===== src/rtl/bkm_csd_pkg.sv =====
// +----------------------------------------------------------------------+
// | bkm_csd_pkg                                                          |
// | Shared CSD/digit encodings and BKM E-iteration FSM state codes.      |
// | Rev 1.0                                                              |
// +----------------------------------------------------------------------+
`default_nettype none

package bkm_csd_pkg;

    // Accumulator digit encoding {pos,neg}
    localparam logic [1:0] CSD_ZERO = 2'b00;
    localparam logic [1:0] CSD_POS  = 2'b10;
    localparam logic [1:0] CSD_NEG  = 2'b01;

    // Upstream selection digit encoding (two's complement, 10 reads as zero)
    localparam logic [1:0] D_ZERO   = 2'b00;
    localparam logic [1:0] D_POS    = 2'b01;
    localparam logic [1:0] D_NEG    = 2'b11;

    localparam logic [1:0] ST_IDLE  = 2'd0;
    localparam logic [1:0] ST_PH_A  = 2'd1;
    localparam logic [1:0] ST_PH_B  = 2'd2;
    localparam logic [1:0] ST_DONE  = 2'd3;

endpackage

`default_nettype wire


===== src/rtl/complex_add_subb_csd.sv =====
// +----------------------------------------------------------------------+
// | complex_add_subb_csd                                                 |
// | Per-component a +/- b on W-digit signed-digit operands, W+1 digits   |
// | out in sign-magnitude form (every nonzero digit carries the sign).   |
// | Rev 1.0                                                              |
// +----------------------------------------------------------------------+
`default_nettype none

module complex_add_subb_csd
    import bkm_csd_pkg::*;
#(
    parameter int W = 8
) (
    input  logic [2*W-1:0] a_x,
    input  logic [2*W-1:0] a_y,
    input  logic [2*W-1:0] b_x,
    input  logic [2*W-1:0] b_y,
    input  logic           subb_b_x,
    input  logic           subb_b_y,
    output logic [2*W+1:0] s_x,
    output logic [2*W+1:0] s_y
);

    // |a +/- b| <= 2^(W+1)-2, so W+1 magnitude digits always suffice.
    function automatic logic [2*W+1:0] f_addsub(
        input logic [2*W-1:0] a,
        input logic [2*W-1:0] b,
        input logic           sub
    );
        logic [W-1:0]        ap, an, bp, bn;
        logic signed [W+1:0] av, bv, sum;
        logic [W:0]          mag;
        logic [2*W+1:0]      res;
        for (int i = 0; i < W; i++) begin
            ap[i] = a[2*i+1];
            an[i] = a[2*i];
            bp[i] = b[2*i+1];
            bn[i] = b[2*i];
        end
        av  = $signed({2'b00, ap}) - $signed({2'b00, an});
        bv  = $signed({2'b00, bp}) - $signed({2'b00, bn});
        sum = sub ? (av - bv) : (av + bv);
        mag = sum[W+1] ? (~sum[W:0] + 1'b1) : sum[W:0];
        res = '0;
        for (int i = 0; i <= W; i++) begin
            if (mag[i]) begin
                res[2*i+:2] = sum[W+1] ? CSD_NEG : CSD_POS;
            end else begin
                res[2*i+:2] = CSD_ZERO;
            end
        end
        return res;
    endfunction

    assign s_x = f_addsub(a_x, b_x, subb_b_x);
    assign s_y = f_addsub(a_y, b_y, subb_b_y);

endmodule

`default_nettype wire


===== src/rtl/bkm_e_iter_csd.sv =====
// +----------------------------------------------------------------------+
// | bkm_e_iter_csd                                                       |
// | Sequential BKM E-mode engine: E += d(n)*E*2^-n, two adder passes per |
// | iteration. Option macro: BKM_E_ITER_SKIP_ZERO_EN (skip PH_B if dy=0).|
// | Rev 1.0                                                              |
// +----------------------------------------------------------------------+
`default_nettype none

module bkm_e_iter_csd
    import bkm_csd_pkg::*;
#(
    parameter int W      = 8,
    parameter int N_ITER = 8,
    parameter int CNT_W  = $clog2(N_ITER + 1)
) (
    input  logic           clk,
    input  logic           rst,
    input  logic           start,
    output logic           ready,
    input  logic [2*W-1:0] e0_x,
    input  logic [2*W-1:0] e0_y,
    input  logic           d_valid,
    output logic           d_ready,
    input  logic [1:0]     d_x,
    input  logic [1:0]     d_y,
    output logic [2*W-1:0] e_x,
    output logic [2*W-1:0] e_y,
    output logic           done,
    output logic           ovf
);

    localparam logic [CNT_W-1:0] c_last_iter = CNT_W'(N_ITER - 1);

    logic [1:0]       r_state;
    logic [2*W-1:0]   r_ex, r_ey, r_tx, r_ty;
    logic [CNT_W-1:0] r_n;
    logic [1:0]       r_dy;
    logic             r_ovf;

    logic [2*W-1:0]   w_sx, w_sy;
    logic [2*W-1:0]   w_a_x, w_a_y, w_b_x, w_b_y;
    logic             w_subb_x, w_subb_y;
    logic [2*W+1:0]   w_s_x, w_s_y;
    logic             w_dx_nz, w_dy_nz, w_carry, w_last;

    // Dropping n low digit pairs is an exact truncation of a signed-digit word.
    assign w_sx    = r_ex >> {r_n, 1'b0};
    assign w_sy    = r_ey >> {r_n, 1'b0};
    assign w_dx_nz = (d_x == D_POS) || (d_x == D_NEG);
    assign w_dy_nz = (r_dy == D_POS) || (r_dy == D_NEG);
    assign w_last  = (r_n == c_last_iter);
    assign w_carry = (|w_s_x[2*W+:2]) | (|w_s_y[2*W+:2]);

    always_comb begin
        w_a_x    = r_ex;
        w_a_y    = r_ey;
        w_b_x    = w_dx_nz ? w_sx : '0;
        w_b_y    = w_dx_nz ? w_sy : '0;
        w_subb_x = (d_x == D_NEG);
        w_subb_y = (d_x == D_NEG);
        if (r_state == ST_PH_B) begin
            // i*dy*S swaps the components: x gets -dy*Sy, y gets +dy*Sx
            w_a_x    = r_tx;
            w_a_y    = r_ty;
            w_b_x    = w_dy_nz ? w_sy : '0;
            w_b_y    = w_dy_nz ? w_sx : '0;
            w_subb_x = (r_dy == D_POS);
            w_subb_y = (r_dy == D_NEG);
        end
    end

    complex_add_subb_csd #(.W(W)) u_add (
        .a_x      (w_a_x),
        .a_y      (w_a_y),
        .b_x      (w_b_x),
        .b_y      (w_b_y),
        .subb_b_x (w_subb_x),
        .subb_b_y (w_subb_y),
        .s_x      (w_s_x),
        .s_y      (w_s_y)
    );

`ifdef BKM_E_ITER_SKIP_ZERO_EN
    logic w_dy_in_nz;
    assign w_dy_in_nz = (d_y == D_POS) || (d_y == D_NEG);
`endif

    always_ff @(posedge clk) begin
        if (rst) begin
            r_state <= ST_IDLE;
            r_ex    <= '0;
            r_ey    <= '0;
            r_tx    <= '0;
            r_ty    <= '0;
            r_n     <= '0;
            r_dy    <= D_ZERO;
            r_ovf   <= 1'b0;
        end else begin
            case (r_state)
                ST_IDLE: begin
                    if (start) begin
                        r_ex    <= e0_x;
                        r_ey    <= e0_y;
                        r_n     <= '0;
                        r_ovf   <= 1'b0;
                        r_state <= ST_PH_A;
                    end
                end
                ST_PH_A: begin
                    if (d_valid) begin
                        r_dy  <= d_y;
                        r_tx  <= w_s_x[2*W-1:0];
                        r_ty  <= w_s_y[2*W-1:0];
                        r_ovf <= r_ovf | w_carry;
`ifdef BKM_E_ITER_SKIP_ZERO_EN
                        if (!w_dy_in_nz) begin
                            r_ex <= w_s_x[2*W-1:0];
                            r_ey <= w_s_y[2*W-1:0];
                            if (w_last) begin
                                r_state <= ST_DONE;
                            end else begin
                                r_n     <= r_n + 1'b1;
                                r_state <= ST_PH_A;
                            end
                        end else begin
                            r_state <= ST_PH_B;
                        end
`else
                        r_state <= ST_PH_B;
`endif
                    end
                end
                ST_PH_B: begin
                    r_ex  <= w_s_x[2*W-1:0];
                    r_ey  <= w_s_y[2*W-1:0];
                    r_ovf <= r_ovf | w_carry;
                    if (w_last) begin
                        r_state <= ST_DONE;
                    end else begin
                        r_n     <= r_n + 1'b1;
                        r_state <= ST_PH_A;
                    end
                end
                ST_DONE: begin
                    r_state <= ST_IDLE;
                end
                default: begin
                    r_state <= ST_IDLE;
                end
            endcase
        end
    end

    assign ready   = (r_state == ST_IDLE);
    assign d_ready = (r_state == ST_PH_A);
    assign done    = (r_state == ST_DONE);
    assign e_x     = r_ex;
    assign e_y     = r_ey;
    assign ovf     = r_ovf;

endmodule

`default_nettype wire


===== config.mk =====
export PLATFORM = sky130hd
export DESIGN_NAME = bkm_e_iter_csd
export DESIGN_NICKNAME = d
export VERILOG_FILES = /design/src/rtl/bkm_csd_pkg.sv /design/src/rtl/complex_add_subb_csd.sv /design/src/rtl/bkm_e_iter_csd.sv
export SDC_FILE = /design/constraint.sdc
export NUM_CORES = 1
export LEC_CHECK = 0
export CAP_MARGIN = 20
export CORE_MARGIN = 2
export CORE_UTILIZATION = 35
export DETAILED_ROUTE_END_ITERATION = 12
export MAX_ROUTING_LAYER = met4
export PLACE_DENSITY_LB_ADDON = 0.15
export REMOVE_ABC_BUFFERS = 1
export SLEW_MARGIN = 10
export SYNTH_ARGS = -nofsm -noshare
export SYNTH_HDL_FRONTEND = slang
export SYNTH_SLANG_ARGS = --single-unit

===== constraint.sdc =====
create_clock -name clk -period 6 [get_ports clk]
set_input_delay 0.9 -clock clk [delete_from_list [all_inputs] [get_ports clk]]
set_output_delay 0.9 -clock clk [all_outputs]
set_load 0.01 [all_outputs]

---- Yosys cells after proc, flatten, opt, wreduce, memory -nomap -nowiden ----
Cells that the tools add are included.
W data, S select, Z words.
storage, ports and cells
  register bits after elaboration ......... 73
  logic and storage cells ................. 96
  output and inout port bits .............. 36
  input bits .............................. 40
cells by class
  add/subtract/negate cells ............... 11
  reductions and logical operators ........ 12
  shift operators ......................... 2
  mux-type cells .......................... 48
  bitwise gates (word level) .............. 4
  eq/ne operators ......................... 11
operators with widths
  operator               count
  $mux W16               10
  $pmux W16 S2           2
  $mux W2                23
  $sub A8 B8 Y9          4
  $shr A16 B5 Y16        2
  $add A10 B10 Y10       2
  $mux W10               2
  $sub A10 B10 Y10       2
  $add A9 B1 Y9 const B  2
  $mux W9                2
  $not A9 Y9             2
  $eq A2 B2 Y1 const B   4
  $mux W4                2
  $pmux W2 S4            1
  $pmux W4 S2            1
  $eq A2 B1 Y1 const B   3
  $ne A2 B2 Y1 const B   3
  $reduce_and A2 Y1      3
  $reduce_and A3 Y1      2
  $add A4 B1 Y4 const B  1
  $eq A4 B3 Y1 const B   1
  $mux W1                4
  $reduce_or A2 Y1       2
  $pmux W1 S3            1
  5 further kinds        7

---- Logic depth before layout (Yosys ltp) ----
  depth after elaboration ................. 16
  gate-level depth with buffers ........... 29
  gate-level depth less buffers ........... 25

---- Cells and area by module ----
From an unflattened synthesis, not the netlist that was laid out.
unflattened totals
  cell total of the unflattened synthesis .. 960
  area, all modules ....................... 7677.4 µm²
modules (own cells, without submodules)
  module                cells an instance  seq. area each (µm²)  area each (µm²)  instances
  bkm_e_iter_csd        533                1461.4                4590.7           1
  complex_add_subb_csd  427                0.0                   3086.7           1

---- Worst setup path after synthesis ----
No wires, ideal clock.
  path type ............................... reg2reg
  start point ............................. reg r_n[0]
  end point ............................... reg r_ovf, in the netlist ovf
  arrival time ............................ 5.832 ns
  clock period less this slack ............ 5.923 ns
  cell stages (with the launch flop) ...... 26
  path buffers ............................ 2
  slack ................................... 0.077 ns
  path through ............................ dfxtp_1 -> clkbuf_1 -> mux2_2 -> o21ai_0 -> nor2_1 -> a21oi_1 -> nor2_1 -> a22o_1 -> ha_1 -> fa_1 -> nor2b_1 -> o22ai_1 -> xnor2_1 -> or2_2 -> nor3_1 -> a41oi_1 -> xnor2_1 -> ha_1 -> or3_1 -> o22a_1 -> xor2_1 -> or2_2 -> o2bb2ai_1 -> clkbuf_1 -> nand3_1 -> a311oi_1
between the ends
  cells in the longest elaborated chain, start to end .. 15
  elaborated cells between the ends (all ways) .. 32
RTL lines
  element                                               line                                          source
  start: declaration                                    bkm_e_iter_csd.sv:36                          logic [CNT_W-1:0] r_n;
  start signal: assignment                              bkm_e_iter_csd.sv:140                         r_n <= r_n + 1'b1;
  $shr A16 B5 Y16 (on tied branches)                    bkm_e_iter_csd.sv:47, bkm_e_iter_csd.sv:48
  $mux W16 (on tied branches)                           n/a
  $mux W16                                              bkm_e_iter_csd.sv:61                          if (r_state == ST_PH_B) begin
  $sub A8 B8 Y9                                         complex_add_subb_csd.sv:41                    bv = $signed({2'b00, bp}) - $signed({2'b00, bn});
  $add A10 B10 Y10 or $sub A10 B10 Y10 (tied branches)  complex_add_subb_csd.sv:42                    sum = sub ? (av - bv) : (av + bv);
  $mux W10                                              complex_add_subb_csd.sv:42
  $not A9 Y9                                            complex_add_subb_csd.sv:43                    mag = sum[W+1] ? (~sum[W:0] + 1'b1) : sum[W:0];
  $add A9 B1 Y9                                         complex_add_subb_csd.sv:43
  $mux W9                                               complex_add_subb_csd.sv:43
  $mux W2                                               complex_add_subb_csd.sv:46                    if (mag[i]) begin
  $reduce_or A2 Y1                                      bkm_e_iter_csd.sv:52                          assign w_carry = (|w_s_x[2*W+:2]) | (|w_s_y[2*W+:2]);
  $or A1 B1 Y1 *                                        bkm_e_iter_csd.sv:52
  $or A1 B1 Y1 *                                        bkm_e_iter_csd.sv:114, bkm_e_iter_csd.sv:136
  $mux W1                                               bkm_e_iter_csd.sv:110                         if (d_valid) begin
  $pmux W1 S3 *                                         bkm_e_iter_csd.sv:99                          case (r_state)
  end signal: assignment                                bkm_e_iter_csd.sv:114                         r_ovf <= r_ovf | w_carry;
  end signal: assignment                                bkm_e_iter_csd.sv:136                         r_ovf <= r_ovf | w_carry;
  end: declaration                                      bkm_e_iter_csd.sv:38                          logic r_ovf;
Mark *: on every way between the ends. The rest lies on a longest branch, timed or not. The select of a mux whose other input is x is not followed.
A chain may end at the register's enable or synchronous reset.

---- Worst setup path in the final report ----
  start point ............................. reg r_n[0]
  end point ............................... reg r_ey[1], in the netlist e_y[1]
between the ends
  cells in the longest elaborated chain, start to end .. 11
  elaborated cells between the ends (all ways) .. 15
RTL lines
  element                                               line                                        source
  $shr A16 B5 Y16 (on tied branches)                    bkm_e_iter_csd.sv:48, bkm_e_iter_csd.sv:47
  $mux W16 (on tied branches)                           bkm_e_iter_csd.sv:58, bkm_e_iter_csd.sv:66
  $mux W16 *                                            bkm_e_iter_csd.sv:61
  $sub A8 B8 Y9 *                                       complex_add_subb_csd.sv:41
  $add A10 B10 Y10 or $sub A10 B10 Y10 (tied branches)  complex_add_subb_csd.sv:42
  $mux W10 *                                            complex_add_subb_csd.sv:42
  $not A9 Y9                                            complex_add_subb_csd.sv:43
  $add A9 B1 Y9                                         complex_add_subb_csd.sv:43
  $mux W9                                               complex_add_subb_csd.sv:43
  $mux W2 *                                             complex_add_subb_csd.sv:46
  $pmux W16 S2 *                                        bkm_e_iter_csd.sv:99
  end signal: assignment                                bkm_e_iter_csd.sv:103                       r_ey <= e0_y;
  end signal: assignment                                bkm_e_iter_csd.sv:135                       r_ey <= w_s_y[2*W-1:0];
  end: declaration                                      bkm_e_iter_csd.sv:35                        logic [2*W-1:0] r_ex, r_ey, r_tx, r_ty;
Mark *: on every way between the ends. The rest lies on a longest branch, timed or not.

==> qor.csv <==
metric,value,unit
status,"finished, final reports clean",
largest net degree at the start of global routing,74,
fmax,177,MHz
max cap viols,0,
Rows,52,
Rel. slew slack,26.9,%
top post-synthesis cells by count,"a21oi_1, nand2_1, dfxtp_1, nor2_1, ha_1",
Finished Core Util,45.0,%
clk root buf,clkbuf_16,
worst slew pin tran,1.10,ns
area share of fa/ha/maj cells after synthesis,11.8,%
Crit Path Max Fanout,20,
largest family of logic cells by synthesized area,compound AO/OA/AOI/OAI gates,
CTS Buf Count,9,
CP max stage cell,fa_1,
dominant cell type by area after synthesis,dfxtp_1,
IO Port Bufs,75,
Compound-Gate Fraction of Synth Area,22.6,%
Initial Util,35.8,%
post-synthesis area per instance,7.72,sq um
"FFs w/ async S/R, synth",0,%
Hold Path Class,reg2reg,
GRT Total Usage,22.7,%
crit path time final,5.65,ns
Iteration-0 DRC Markers,451,
antenna cells,0,
most frequent cell after synthesis,a21oi_1,
synthesis-to-layout area growth,25.5,%
Synth top area share,20.1,%
critical path type,reg2reg,
Syn Inst Count,942,
Die ar.,22000,sq um
Worst Clk Skew,0.0113,ns
simple-gate area share of the yosys netlist,22.2,%
crit-path max cell delay,0.42,ns
xor/xnor share of the synthesized area,7.94,%
vias,7408,
maximum buffer depth of the clock tree,2,
"FF+latch count, synth",73,
fin crit share,94.2,%
Fin. Hold Viols,0,
GRT overflow,0,
core box area,20300,sq um
Post-synth EDFFs,0,
max-slew violation count,0,
clk sinks,73,
# fillers,2122,
Setup TNS,0,ns
H-tree Lvls,3,
Worst EP arrival,5.83,ns
fin nets,1144,
worst slack at placement,-0.155,ns
routability cong.,1.02,
crit end category,flip-flop,
drt wl/cell,18.7,um
WL final,24500,um
mux cell area share after synthesis,11.1,%
sequential fraction of the synthesis area,20.1,%
# setup viols final,0,
Die W,148,um
Pre-Repair DR Iteration Count,5,
CTS tree,built,
Skew-Pair Late Insertion Delay,0.34,ns
"Reg clk slew, reported paths",0.05,ns
I/O pins,76,
vias in the first global route,6762,
share of cells above drive strength 1,14.5,%
"top cells by area, synth","dfxtp_1, ha_1, a21oi_1, mux2i_1, xnor2_1",
DIE HEIGHT,148,um
crit path launch type,flip-flop,
synth unique cells,59,
synthesized cell area,7280,sq um
Setup WS post-layout,0.347,ns
Vias per Instance,5.64,
Crit path required time,6.17,ns
first-pass GRT wire length,38200,um
Synth Warn #,0,
Post-DRT Antenna Nets,0,
ys flop type,dfxtp_1,
initial antenna violation count,0,
DRC,0,
DP HPWL,18500,um
==> placed cells by master (no fill, tap or decap), types with 16 or more instances in the layout <==
cell type	Yosys	final
ha_1	59	58
xnor2_1	35	33
mux2i_1	31	30
or3_1	20	20
nand2_1	80	80
mux2_2	20	20
o21ai_0	31	30
a21oi_1	128	128
inv_1	19	19
clkdlybuf4s50_1	0	74
nor2_1	66	66
dfxtp_1	73	72
buf_4	0	66
a21o_1	16	16
xor2_1	31	30
a22oi_1	19	18
and3_1	37	37
nand3_1	55	55
==> through the flow <==
step	cells	area (sq um)	hold slack, ns
after global placement	1296	8700	0.438
after global routing	1313	9130	0.464
after CTS	1311	9000	0.452
after detailed placement	1296	8700	0.443
final	1313	9130	0.449
after floorplan	881	7040	0.422
==> kinds of logic after synthesis <==
family                   Yosys count
AO/OA/AOI/OAI                    265
XOR/XNOR                          66
adder cells (fa/ha/maj)           65
buffers and inverters             82
flip-flops                        73
multiplexers                      63
AND/OR/NAND/NOR                  328
==> critical path: cells and delay by family, from the launching register on <==
family / cells / cell delay (ns)
flops: 1 / 0.41
mux: 1 / 0.37
compound gates: 8 / 1.35
buf+inv: 2 / 0.41
xor+xnor: 3 / 0.48
fa+ha+maj: 3 / 0.81
simple gates: 8 / 1.66
==> metal layers <==
metal / vias to the layer above / GRT usage (%) / share of wire, %
li1: 3626 / - / -
met1: 3524 / 33.5 / 50
met2: 230 / 32.1 / 42
met3: 28 / 4.23 / 6.6
met4: 0 / 5.05 / 1.5
met5: - / - / 0
==> timing repair <==
item	in CTS	in global routing
hold buffers	0	0
gates cloned	0	1
pin swaps	0	4
setup buffers	0	1
endpoints found under the setup margin	1	62
resized for setup	2	18
==> registers in the layout, summed over array words and instances (netlist names) <==
register  count
r_ty         16
r_n           4
e_x          16
r_tx         16
ovf           1
e_y          16
r_dy          2
r_state       2
==> cell type report <==
class	instances	area, sq um	share of cell area, %
timing repair buffer	147	1350	14.8
clock inverter	5	56.3	0.617
tap	270	338	3.70
multi-input combinational	787	5600	61.4
clock buffer	10	239	2.62
sequential	73	1470	16.0
inverter	21	78.8	0.863
==> path summary, 6_finish.rpt <==
path	from	end	slack, ns	depth (start not counted)
setup reg to reg	r_n[0]	e_y[1]	0.35	25
setup / recovery	r_n[0]	e_y[1]	0.35	25
hold reg to reg	r_ty[9]	r_ty[9]	0.45	2
hold / removal	r_ty[9]	r_ty[9]	0.45	2
Power is left out: the tool's default activity adds up to more than one toggle a clock period on the data nets, which glitch-free logic cannot reach.
